==> src/rtl/alu_shift_seq_pkg.sv <==
// Shared definitions: ALU opcode mnemonics and the
// shift-sequencer state encoding.
package alu_shift_seq_pkg;

    typedef enum logic [2:0] {
        kADD = 3'd0,
        kSUB = 3'd1,
        kLSH = 3'd2,
        kRSH = 3'd3,
        kXOR = 3'd4,
        kAND = 3'd5,
        kOR  = 3'd6,
        kNOT = 3'd7
    } op_mne;

    typedef enum logic [2:0] {
        IDLE,
        FIRST,
        SECOND,
        PAR,
        FIN
    } seq_state_t;

endpackage

==> src/rtl/alu_shift_seq.sv <==
// Multi-cycle 16-bit shifter driving the 8-bit ALU one
// byte per cycle, with a closing parity/zero pass.
module alu_shift_seq
    import alu_shift_seq_pkg::*;
#(
    parameter int W_AMT = 4
) (
    input  logic             Clk,
    input  logic             Reset,
    input  logic             START,
    input  logic             DIR,
    input  logic [W_AMT-1:0] AMOUNT,
    input  logic             FILL,
    input  logic [15:0]      DIN,
    output logic [7:0]       ALU_A,
    output logic [7:0]       ALU_B,
    output logic [2:0]       ALU_OP,
    output logic             ALU_SC_IN,
    input  logic [7:0]       ALU_OUT,
    input  logic             ALU_SC_OUT,
    input  logic             ALU_BEVEN,
    output logic             BUSY,
    output logic             DONE,
    output logic [15:0]      DOUT,
    output logic             LASTOUT,
    output logic             PARITY,
    output logic             ZERO
);

    seq_state_t       state_q, state_d;
    logic [15:0]      dout_q, dout_d;
    logic [W_AMT-1:0] cnt_q, cnt_d;
    logic             dir_q, dir_d;
    logic             fill_q, fill_d;
    logic             carry_q, carry_d;
    logic             last_q, last_d;
    logic             par_q, par_d;
    logic             zero_q, zero_d;
    op_mne            op;

    always_comb begin
        state_d   = state_q;
        dout_d    = dout_q;
        cnt_d     = cnt_q;
        dir_d     = dir_q;
        fill_d    = fill_q;
        carry_d   = carry_q;
        last_d    = last_q;
        par_d     = par_q;
        zero_d    = zero_q;
        op        = kAND;
        ALU_A     = '0;
        ALU_B     = '0;
        ALU_SC_IN = 1'b0;
        unique case (state_q)
            IDLE: begin
                if (START) begin
                    dout_d  = DIN;
                    dir_d   = DIR;
                    fill_d  = FILL;
                    cnt_d   = AMOUNT;
                    last_d  = 1'b0;
                    state_d = (AMOUNT == '0) ? PAR : FIRST;
                end
            end
            FIRST: begin
                // Left starts at the LSW, right at the MSW, so the
                // carry always flows toward the far byte.
                op        = dir_q ? kRSH : kLSH;
                ALU_SC_IN = fill_q;
                if (dir_q) begin
                    ALU_A         = dout_q[15:8];
                    dout_d[15:8]  = ALU_OUT;
                end else begin
                    ALU_A         = dout_q[7:0];
                    dout_d[7:0]   = ALU_OUT;
                end
                carry_d = ALU_SC_OUT;
                state_d = SECOND;
            end
            SECOND: begin
                op        = dir_q ? kRSH : kLSH;
                ALU_SC_IN = carry_q;
                if (dir_q) begin
                    ALU_A         = dout_q[7:0];
                    dout_d[7:0]   = ALU_OUT;
                end else begin
                    ALU_A         = dout_q[15:8];
                    dout_d[15:8]  = ALU_OUT;
                end
                last_d  = ALU_SC_OUT;
                cnt_d   = cnt_q - 1'b1;
                state_d = (cnt_q == W_AMT'(1)) ? PAR : FIRST;
            end
            PAR: begin
                op      = kXOR;
                ALU_A   = dout_q[15:8];
                ALU_B   = dout_q[7:0];
                par_d   = ALU_BEVEN;
                zero_d  = (dout_q == '0);
                state_d = FIN;
            end
            FIN: state_d = IDLE;
            default: state_d = IDLE;
        endcase
    end

    always_ff @(posedge Clk) begin
        if (!Reset) begin
            state_q <= IDLE;
            dout_q  <= '0;
            cnt_q   <= '0;
            dir_q   <= 1'b0;
            fill_q  <= 1'b0;
            carry_q <= 1'b0;
            last_q  <= 1'b0;
            par_q   <= 1'b0;
            zero_q  <= 1'b0;
        end else begin
            state_q <= state_d;
            dout_q  <= dout_d;
            cnt_q   <= cnt_d;
            dir_q   <= dir_d;
            fill_q  <= fill_d;
            carry_q <= carry_d;
            last_q  <= last_d;
            par_q   <= par_d;
            zero_q  <= zero_d;
        end
    end

    assign ALU_OP  = op;
    assign BUSY    = (state_q != IDLE);
    assign DONE    = (state_q == FIN);
    assign DOUT    = dout_q;
    assign LASTOUT = last_q;
    assign PARITY  = par_q;
    assign ZERO    = zero_q;

endmodule

==> config.mk <==
export PLATFORM = sky130hd
export DESIGN_NAME = alu_shift_seq
export DESIGN_NICKNAME = d
export VERILOG_FILES = /design/src/rtl/alu_shift_seq_pkg.sv /design/src/rtl/alu_shift_seq.sv
export SDC_FILE = /design/constraint.sdc
export NUM_CORES = 1
export LEC_CHECK = 0
export CORE_MARGIN = 5
export CORE_UTILIZATION = 48
export DETAILED_ROUTE_END_ITERATION = 8
export PLACE_DENSITY = 0.87
export SLEW_MARGIN = 20
export SYNTH_ARGS = -nofsm -noshare
export SYNTH_HDL_FRONTEND = slang
export SYNTH_SLANG_ARGS = --single-unit
==> constraint.sdc <==
create_clock -name Clk -period 4.5 [get_ports Clk]
set_clock_uncertainty 0.15 [all_clocks]
set_input_delay 0.9 -clock Clk [delete_from_list [all_inputs] [get_ports Clk]]
set_output_delay 0.9 -clock Clk [all_outputs]
set_load 0.005 [all_outputs]
==> summary.txt <==
Run status
  • Status: completed

Yosys
  • Multiplexer share of the synthesized area: under 10%
  • Synthesized net count: just under 300
  • Synth cell count leaders: dfxtp_1, o21ai_0, inv_1
  • Yosys cell types: 44
  • Post-synth EDFFs: 0
  • Synth Area in Adders: 1.27%
  • Register area share after synthesis: around 29%
  • Ys async rst share: 0%
  • Top post-synthesis cells by area: dfxtp_1, a221oi_1, o21ai_0
  • Most frequent cell after synthesis: dfxtp_1
  • Post-Syn Area: 1980 sq um
  • Largest area contributor in the netlist: dfxtp_1
  • Combinational family with the most area after synthesis: simple AND/OR/NAND/NOR gates
  • Commonest register cell after synthesis: dfxtp_1
  • Post-synthesis simple-gate area fraction: 31.9%
  • Xor-xnor portion of the synthesized cell area: 0%
  • Post-synthesis compound-gate area fraction: roughly 25%
  • Cell count after synthesis: approximately 260
  • Avg Inst Size Synth: ~7.7 sq um
  • Flops & latches, synth: 29
  • Yosys warnings: 0
  • Post-synth top area share: 29.3%

Timing
  • Fin. max-slew vios: 0
  • Max Freq: between 300 and 400 MHz
  • Setup Viol. Count Final: 0
  • Total Negative Setup Slacks: 0 ns
  • Worst hold slack: about 0.32 ns
  • Rel. slew slack: 36.0%
  • Final Critical Period: slightly above 3 ns
  • Tcrit/Tclk final: between 60 and 70%
  • Hold Fails Final Rpt: 0
  • Worst slew pin tran: ~0.96 ns
  • RSZ-0062 raised after global routing: false

Route
  • Via count: 2114
  • Final WL: 6150 um
  • Wire length per cell: between 15 and 20 um
  • Pre-antenna DRT Iters: 4
  • Iter 0 DRT Violations: 216
  • Post-DRT Antenna Nets: 0
  • DR vias/cell: about 5.7
  • DRC: 0

Power
  • Internal power: ~550 uW
  • Leak pwr: between 0.001 and 0.0015 uW
  • Pwr Total: roughly 830 uW
  • Power Density: 297 nW/um^2
  • Sequential share of power: 40.7%
  • Logic pwr share: between 30% and 40%
  • Sw frac: 33.0%
  • Max IR drop VDD: between 200 and 250 uV
  • NetSw: approximately 270 uW
  • Clock share of power: approximately a quarter

Cells and area
  • Share of layout cells above drive strength 1: 5.02%
  • NumNets Final: 355
  • Core Util, Final: 69.5%
  • Area of all placed cells without fillers: ~2800 sq um
  • Syn-to-layout area delta: 40.6%
  • Max reg flops: 16
  • # diodes: 0

Setup path
  • Crit. End Element: primary output
  • Critical Path AT: just over 2 ns
  • FF-to-FF path depth: 4
  • Crit-path cells: buf_4, nor3b_1, o21ai_0, a21oi_1, clkdlybuf4s50_1
  • Slowest-stage cell, CP: clkdlybuf4s50_1
  • CP required: 3.45 ns
  • Critical Path Source Type: flop
  • Kind of critical path: flop to primary output
  • Worst-path fanout max: 43
  • Max stage delay on crit path: around 0.54 ns

Clocking
  • Clock-pin slew on the worst setup and hold paths: ~0.07 ns
  • Total CTS buffers: 5
  • CTS tree: done
  • Post-CTS Setup Repair Bufs: 0
  • H-Tree Depth: 2
  • Root Driver: clkbuf_8
  • CTS resizes: 0
  • Max clock buf depth: 2
  • Clock Sinks: 29
  • Hold Buf Count CTS: 0
  • Worst skew pair latency: approximately 0.29 ns

Die
  • Die area: roughly 5500 sq um
  • Core region area: 4000 sq um
  • Die X: 74.2 um
  • Row cnt: 23
  • Die height: 74.2 um
  • Number of top-level pins: between 70 and 80
  • Initial core utilization: 49.5%

Run
  • Max-Cap Viols: 0

Worst hold path
  • Hold-critical path depth: 2
  • HP Class: flop to flop

Place
  • Area after DPL: ~2700 sq um
  • RD Place Congestion: between 0.8 and 0.9
  • Input/output buffers: between 70 and 80
  • Dpl hpwl: ~4300 um

Global routing
  • Total GRT Usage: between 20 and 25%
  • Vias in the first global route: 2060
  • Largest net degree at the start of global routing: 44
  • First-pass GRT wire length: about 10000 um
  • Grt total ovfl: 0
  • Initial antenna violation count: 0
## layout by cell type (no fill, tap or decap), drive strengths merged, types with 3 or more instances in the layout
cell and n:
dfxtp 29, nor3b 10, buf 3, nor4 5
nor2 13, clkdlybuf4s50 75, inv 22, nor2b 12
a221oi 16, nand3b 3, nand2b 5, clkbuf 6
or4b 3, and2 16, mux2i 5, and3b 10
o21ai 37, nand2 4, a21oi 14
## layout make-up
class | instances | area (sq um)
timing repair buffer | 78 | 773
multi-input combinational | 182 | 1200
sequential | 29 | 582
fill | 347 | 1220
clock buffer | 6 | 72.6
clock inverter | 2 | 10.0
inverter | 22 | 82.6
tap | 50 | 62.6
## power by group through the flow
stage,combinational (uW),sequential (uW),clock [uW]
finish,280,336,210
global route,307,343,221
CTS,280,335,209
detailed placement,279,340,0
global placement,272,338,0
floorplan,155,322,0
## worst max-delay path: cells and delay by family, from the launching register on
kind            cells  cell delay [ns]
compound gates      2             0.36
flops               1             0.34
simple gates        1             0.25
buf+inv             2             0.80
## cell families after synthesis
group | Yosys count
simple gates | 96
compound gates | 79
buf+inv | 45
flops | 29
mux | 5
fa+ha+maj | 2
## final timing paths
check                                start  endpoint  slack [ns]
worst max-delay path            state_q[1]  ALU_A[2]        1.40
worst min-delay path                  ZERO      ZERO        0.32
worst max register to register  state_q[0]  DOUT[14]        2.39
worst min register to register        ZERO      ZERO        0.32
## through the flow
stage / setup WS (ns) / cells
after floorplan: 2.26 / 256
after global routing: 1.30 / 369
after global placement: 1.52 / 361
after CTS: 1.15 / 369
final: 1.40 / 369
after detailed placement: 1.45 / 361
## layer usage
metal,global-route usage [%],wire [um],vias to the layer above,share of wire (%)
met5,0,0,-,0
met4,6.04,68,0,1.1
met3,4.73,447,5,7.3
met2,37.2,2970,73,48
met1,31.7,2660,997,43
li1,-,-,1039,-
Power figures use the tool's default switching activity.
